### src/rtl/adc_chan_capture.sv
// adc_chan_capture: per-channel ADC front end.
// Corrects the board bit-inversion mask and presents signed samples to the core.
// A store strobe captures a delayed window of samples into a buffer,
// which is then streamed out over a valid/ready port.
module adc_chan_capture #(
   parameter int               WIDTH   = 13,
   parameter logic [WIDTH-1:0] BITFLIP = '0,
   parameter int               DEPTH   = 164,
   parameter int               ADDR_W  = 8,
   parameter int               DLY_W   = 7
) (
   input  logic              clk357,
   input  logic              rst,
   input  logic [WIDTH-1:0]  data_in,
   output logic [WIDTH-1:0]  data_out,
   input  logic              store_strb,
   input  logic [DLY_W-1:0]  trig_delay,
   input  logic [ADDR_W-1:0] n_samples,
   input  logic              rd_start,
   output logic [WIDTH-1:0]  rd_data,
   output logic              rd_valid,
   input  logic              rd_ready,
   output logic              rd_last,
   output logic              busy,
   output logic              trig_missed
);

   // One extra bit so a window of exactly 2^ADDR_W samples still fits.
   localparam int               LEN_W   = ADDR_W + 1;
   localparam logic [LEN_W-1:0] DEPTH_L = LEN_W'(DEPTH);

   typedef enum logic [2:0] {IDLE, DELAY, CAPTURE, FULL, READOUT} state_t;

   state_t             state_q, state_d;
   logic [DLY_W-1:0]   dly_cnt_q, dly_cnt_d;
   logic [LEN_W-1:0]   len_q, len_d;
   logic [ADDR_W-1:0]  waddr_q, waddr_d;
   logic [LEN_W-1:0]   rptr_q, rptr_d;
   logic               rd_valid_q, rd_valid_d;
   logic               rd_last_q, rd_last_d;
   logic               missed_q, missed_d;
   logic [WIDTH-1:0]   dout_q, dout_d;
   logic               mem_we, mem_re;
   logic [LEN_W-1:0]   n_clamped;

   logic [WIDTH-1:0]   mem [DEPTH];
   logic [WIDTH-1:0]   mem_rd_q;

   assign n_clamped = ({1'b0, n_samples} > DEPTH_L) ? DEPTH_L : {1'b0, n_samples};

   // Next-state, counters, trigger bookkeeping and readout handshake.
   always_comb begin
      state_d    = state_q;
      dly_cnt_d  = dly_cnt_q;
      len_d      = len_q;
      waddr_d    = waddr_q;
      rptr_d     = rptr_q;
      rd_valid_d = rd_valid_q;
      rd_last_d  = rd_last_q;
      dout_d     = data_in ^ BITFLIP;
      mem_we     = 1'b0;
      mem_re     = 1'b0;

      // Clear on accepted rd_start; a coincident missed strobe wins.
      missed_d = missed_q;
      if (state_q == FULL && rd_start) missed_d = 1'b0;
      if (store_strb && state_q != IDLE) missed_d = 1'b1;

      case (state_q)
         IDLE: begin
            if (store_strb && n_samples != '0) begin
               len_d     = n_clamped;
               dly_cnt_d = trig_delay;
               waddr_d   = '0;
               state_d   = (trig_delay != '0) ? DELAY : CAPTURE;
            end
         end
         DELAY: begin
            dly_cnt_d = dly_cnt_q - 1'b1;
            if (dly_cnt_q == DLY_W'(1)) state_d = CAPTURE;
         end
         CAPTURE: begin
            mem_we  = 1'b1;
            waddr_d = waddr_q + 1'b1;
            if ({1'b0, waddr_q} == len_q - 1'b1) state_d = FULL;
         end
         FULL: begin
            if (rd_start) begin
               rptr_d  = '0;
               state_d = READOUT;
            end
         end
         READOUT: begin
            if (rd_valid_q && rd_ready) begin
               rd_valid_d = 1'b0;
               if (rd_last_q) begin
                  rd_last_d = 1'b0;
                  state_d   = IDLE;
               end
            end
            // Fetch the next word whenever the output slot is free or draining.
            if ((!rd_valid_q || rd_ready) && rptr_q < len_q) begin
               mem_re     = 1'b1;
               rd_valid_d = 1'b1;
               rd_last_d  = (rptr_q == len_q - 1'b1);
               rptr_d     = rptr_q + 1'b1;
            end
         end
         default: state_d = IDLE;
      endcase
   end

   // Control and output registers; reset aborts any capture or stream.
   always_ff @(posedge clk357 or posedge rst) begin
      if (rst) begin
         state_q    <= IDLE;
         dly_cnt_q  <= '0;
         len_q      <= '0;
         waddr_q    <= '0;
         rptr_q     <= '0;
         rd_valid_q <= 1'b0;
         rd_last_q  <= 1'b0;
         missed_q   <= 1'b0;
         dout_q     <= '0;
      end else begin
         state_q    <= state_d;
         dly_cnt_q  <= dly_cnt_d;
         len_q      <= len_d;
         waddr_q    <= waddr_d;
         rptr_q     <= rptr_d;
         rd_valid_q <= rd_valid_d;
         rd_last_q  <= rd_last_d;
         missed_q   <= missed_d;
         dout_q     <= dout_d;
      end
   end

   // Sample buffer: plain synchronous RAM, no reset on the array or read port.
   always_ff @(posedge clk357) begin
      if (mem_we) mem[waddr_q] <= dout_q;
      if (mem_re) mem_rd_q <= mem[rptr_q[ADDR_W-1:0]];
   end

   // Read register only changes on a fetch, so data holds while stalled.
   assign rd_data     = rd_valid_q ? mem_rd_q : '0;
   assign rd_valid    = rd_valid_q;
   assign rd_last     = rd_last_q;
   assign data_out    = dout_q;
   assign busy        = (state_q != IDLE);
   assign trig_missed = missed_q;

endmodule

### config.mk
export PLATFORM = sky130hd
export DESIGN_NAME = adc_chan_capture
export DESIGN_NICKNAME = d
export VERILOG_FILES = /design/src/rtl/adc_chan_capture.sv
export SDC_FILE = /design/constraint.sdc
export NUM_CORES = 2
export LEC_CHECK = 0
export CAP_MARGIN = 30
export CORE_MARGIN = 3
export CORE_UTILIZATION = 50
export DETAILED_ROUTE_END_ITERATION = 8
export PLACE_DENSITY = 0.66
export SLEW_MARGIN = 25
export SYNTH_ARGS = -nofsm -noshare
export SYNTH_HDL_FRONTEND = slang
export SYNTH_SLANG_ARGS = --single-unit
### constraint.sdc
create_clock -name clk357 -period 3.9 [get_ports clk357]
set_input_delay 0.78 -clock clk357 [delete_from_list [all_inputs] [get_ports clk357]]
set_output_delay 0.78 -clock clk357 [all_outputs]
set_load 0.03 [all_outputs]
After elaboration in Yosys (flattened, before gate mapping)
Memory sizes are Yosys's and may differ from the RTL's. A register that Yosys moved wholly into a read port is not among the register bits.
Cells that the tools add are included.
{"block": "word_totals", "regBits": 52, "ramBits": 2132, "in_bits": 33, "output_inout_bits": 30, "word_cells": 79, "n_memories": 1}
{"name": "mem", "words": 164, "width": 13, "rd": 1, "rd_clocked_by_memory_dff": 1, "wr": 1, "line_no": "46", "rtl": "logic [WIDTH-1:0] mem [DEPTH];"}
{"block": "op_classes", "addsub": 4, "n_lt_le_gt_ge": 2, "eq_ne": 14, "mux": 27, "reduce_logical": 22}
{"operator": "3-bit two-way mux", "n": 6}
{"operator": "9-bit two-way mux", "n": 2}
{"operator": "9-bit case mux with 2 select lines", "n": 1}
{"operator": "8-bit two-way mux", "n": 2}
{"operator": "8-bit case mux with 2 select lines", "n": 1}
{"operator": "3-bit case mux with 5 select lines", "n": 1}
{"operator": "2-bit inequality test, second input constant", "n": 7}
{"operator": "7-bit case mux with 2 select lines", "n": 1}
{"operator": "13-bit two-way mux", "n": 1}
{"operator": "1-bit two-way mux", "n": 10}
{"operator": "2-bit nonzero test", "n": 5}
{"operator": "9-bit by 1-bit adder with 9-bit output, second input constant", "n": 1}
{"operator": "8-bit by 9-bit equality test with 1-bit output", "n": 1}
{"operator": "9-bit equality test", "n": 1}
{"operator": "9-bit < comparator", "n": 1}
{"operator": "9-bit by 1-bit subtractor with 9-bit output, second input constant", "n": 1}
{"operator": "8-bit by 1-bit adder with 8-bit output, second input constant", "n": 1}
{"operator": "8-bit greater-than comparator, second input constant", "n": 1}
{"operator": "2-bit AND reduction", "n": 4}
{"operator": "8-bit nonzero test", "n": 1}
{"operator": "7-bit by 1-bit equality test with 1-bit output, second input constant", "n": 1}
{"operator": "7-bit two-way mux", "n": 1}
{"operator": "7-bit nonzero test", "n": 1}
{"operator": "7-bit by 1-bit subtractor with 7-bit output, second input constant", "n": 1}
{"operator": "other kinds (11)", "n": 16}

Logic depth before layout (Yosys ltp)
{"block": "depth", "ltp_word": 5, "ltp_mapped": 15, "mapped_depth_nobuf": 9}

Worst setup path before layout
Ideal clock, no wire load.
{"block": "synth_path", "kind": "register -> register", "startpoint": "register rptr_q[0]", "endpoint": "register mem_rd_q[0], read port of mem, enable pin", "setup_ns": 0.393, "t_arrival_ns": 2.923, "required_ns": 3.507, "path_slack_ns": 0.585, "stages_incl_launch_ff": 15, "path_buffers": 6, "period_less_slack_ns": 3.315, "path_cell_list": "dfrtp_1 buf_6 buf_6 buf_6 buf_6 buf_6 buf_2 inv_1 ha_1 nor2b_1 o21a_1 o21a_1 o211ai_1 a21oi_1 nor2_1"}
{"block": "synth_between", "elab_chain_cells": 4}
{"element": "start, declared", "line_no": "38", "rtl": "logic [LEN_W-1:0] rptr_q, rptr_d;"}
{"element": "start signal, assigned", "line_no": "130", "rtl": "rptr_q <= rptr_d;"}
{"element": "9-bit < comparator", "line_no": "102", "rtl": "if ((!rd_valid_q || rd_ready) && rptr_q < len_q) begin"}
{"element": "1-bit logical AND", "line_no": "102"}
{"element": "1-bit two-way mux", "line_no": "102"}
{"element": "1-bit two-way mux", "line_no": "69", "rtl": "case (state_q)"}
{"element": "named net mem_re", "line_no": "43", "rtl": "logic mem_we, mem_re;"}
{"element": "end, declared", "line_no": "47", "rtl": "logic [WIDTH-1:0] mem_rd_q;"}
The timed path passes the listed nets, and every way through them passes these cells.
A chain may end at the register's enable or synchronous reset.

Worst setup path after layout
{"block": "layout_path", "startpoint": "register rptr_q[0]", "endpoint": "register mem_rd_q[12], read port of mem (data pin)"}
{"block": "layout_between", "elab_chain_cells": 4}
{"element": "9-bit < comparator", "line_no": "102"}
{"element": "1-bit logical AND", "line_no": "102"}
{"element": "1-bit two-way mux", "line_no": "102"}
{"element": "1-bit two-way mux", "line_no": "69"}
Parallel ways exist; a longest one is shown, timed or not.

==> flow_metrics.tcl <==
set metrics [dict create \
    io_buffers 62 \
    fin_util 0.5786 \
    htreeDepth 4 \
    cap_violations 0 \
    hold_viol_final 0 \
    cts-buffers-inserted 213 \
    firstDrtPassIters 9 \
    grt_antenna_before_repair 8 \
    cts-hold-fix-buffers 0 \
    via_per_inst 6.284 \
    layout.nets 4537 \
    worstMarginPinSlew_ps 1014 \
    fin_worst_skew_ps 35.65 \
    syn_avg_cell_area_um2 21.16 \
    cts_resized 0 \
    critPathCaptureType "flip-flop" \
    wl_per_cell_um 32.86 \
    grt_first_pass_wirelength_mm 322.8 \
    ir_worst_vdd_mv 0.4307 \
    async_flop_share 0.02322 \
    postSynthCellCount 4041 \
    relSlewSlack 0.3243 \
    cts_tree "built" \
    dieWidth_um 419.5 \
    grt_max_degree 161 \
    synth_area_leaders "edfxtp_1 (75%), mux4_2 (13%), mux2i_1 (1.9%)" \
    cts_setup_buffers 0 \
    critPathLaunchType "flip-flop" \
    finalSetupViolCount 0 \
    timing_worst_setup_path_type "flip-flop to flip-flop" \
    netlist_area_mm2 0.08549 \
    place_congestion 0.8974 \
    slew_violations 0 \
    clkTransAtPathRegs_ps 60 \
    synth_top_cell_area_share 0.7535 \
    yosysMostFrequentCell "edfxtp_1" \
    synth_edf_count 2145 \
    ys_seq_elements 2196 \
    synth_ff_type "edfxtp_1" \
    holdCritPathClass "primary input to asynchronous set/reset pin" \
    area_delta_synth_final_pct 14.83 \
    synthTopCellsByCount "edfxtp_1 (2145), mux4_2 (509), nor2_1 (198)" \
    min_period_ps 3798 \
    ios 63 \
    drt_iter0_drc 5825 \
    post-route-drc-count 1 \
    ctsLongestPathBuffers 3 \
    grt_usage 0.2606 \
    final_antenna_net_count 0 \
    rsz0062_at_grt "false" \
    grt_pass1_vias 42950 \
    fp.dieH_um 419.5 \
    drive_gt1_frac 0.2651 \
    die_area_mm2 0.1760 \
    synth_fp_nets 4090 \
    rows 151 \
    power_leakage_nw 30.89 \
    failed_checks "DRC" \
    status "finished, violations left" \
    synth_area_leader_cell "edfxtp_1" \
    powerDensity_mw_per_mm2 573.8 \
    synth.distinct_cells 64 \
    dp_hpwl_mm 141.5 \
    vias 43290 \
    cp_max_fo 32 \
    clockRootBuffer "clkbuf_16" \
    max_freq_mhz 263.3 \
    wl_mm 226.3 \
    finalCritPeriodShare 0.9738 \
    critPathRequiredTime_ps 4480 \
    grt-ovfl-total 0 \
    arrival_ps 4380 \
    ys_warn_count 0 \
    yosysSeqAreaShare 0.7684 \
    core_mm2 0.1697 \
    start_util 0.5039 \
    setup_tns_ps 0 \
    clkSinkCount 2196 \
    insertion_delay_ps 840 \
]
==> stage by stage <==
stage / setup slack [ps] / total power, mW / instances / area [um2] / hold WS [ps]
floorplan: 584.9 / 33.98 / 4041 / 85490 / 469.0
global placement: 132.5 / 36.56 / 6489 / 91270 / 489.2
detailed placement: 124.1 / 36.67 / 6490 / 91300 / 492.0
CTS: 146.1 / 56.71 / 6883 / 98130 / 311.1
global route: 45.93 / 58.19 / 6887 / 98160 / 262.6
finish: 102.2 / 56.32 / 6889 / 98160 / 273.8
==> cells by family (layout without fill, tap and decap cells) <==
kind of cell | Yosys count | in the layout | share of synthesized area
AO/OA/AOI/OAI | 363 | 363 | 0.02923
XOR/XNOR | 21 | 21 | 0.002151
adder cells (fa/ha/maj) | 16 | 16 | 0.002342
buffers and inverters | 246 | 871 | 0.01649
flip-flops | 2196 | 2196 | 0.7684
multiplexers | 684 | 684 | 0.1547
other | 0 | 5 | 0
AND/OR/NAND/NOR | 515 | 515 | 0.02667
==> where the power goes <==
group          internal, mW  total [mW]  leakage [nW]  switching (mW)
logic                  4.64        9.47          7.68            4.83
clock network          11.6        20.2          3.31            8.63
registers              26.2        26.6          19.9           0.391
total                  42.5        56.3          30.9            13.9
==> path summary, 6_finish.rpt <==
kind,endpoint,startpoint,slack [ps],depth (start not counted)
worst max-delay path,mem_rd_q[12],rptr_q[0],100,8
worst min-delay path,dly_cnt_q[6],rst,270,2
worst max register to register,mem_rd_q[12],rptr_q[0],100,8
worst min register to register,dly_cnt_q[5],dly_cnt_q[5],500,1
max in group asynchronous,rptr_q[0],rst,3120,3
min in group clk357,data_out[4],data_in[4],380,1
==> final cells by class <==
class                           instances  area, um2
Antenna cell                            5      12.51
Multi-Input combinational cell       1599      18430
Clock buffer                          276       5692
Timing Repair Buffer                  460       4284
Sequential cell                      2196      65760
Tap cell                             2218       2775
Inverter                               18      72.57
Fill cell                           12350      71500
Clock inverter                        117       1142
==> sequential cells by signal (all words and copies together), names as in the netlist, 3 cells and up <==
signal,cells
len_q,8
waddr_q,8
data_out,13
dly_cnt_q,7
mem_rd_q,13
state_q,3
rptr_q,9
mem,2132
==> critical path: stages, from the launching register on <==
cell,delay [ps]
dfrtp_4,810
buf_12,320
buf_12,300
mux4_2,560
a211oi_1,390
a211oi_1,190
nor3_1,630
a211oi_1,130
a21o_1,200
==> layer usage <==
metal	vias to the layer above	wire length [um]	GRT usage
met5	-	202	0
met4	2	10280	0.1090
met3	353	21030	0.05899
met2	2102	105800	0.3962
met1	23100	88990	0.3682
li1	17740	-	-
==> cell usage in the layout (no fill, tap or decap), types with 27 or more instances in the layout <==
| cell | instances |
|---|---|
| a21oi_1 | 63 |
| buf_12 | 54 |
| edfxtp_1 | 2145 |
| dfrtp_1 | 32 |
| a22oi_1 | 63 |
| a211oi_1 | 47 |
| clkinv_1 | 52 |
| nand2_1 | 161 |
| buf_4 | 344 |
| o21ai_0 | 36 |
| clkbuf_16 | 217 |
| clkdlybuf4s50_1 | 62 |
| clkinv_2 | 27 |
| mux4_2 | 509 |
| nor2_1 | 196 |
| mux2i_1 | 165 |
| clkbuf_1 | 55 |
(Power assumes the default switching activity.)
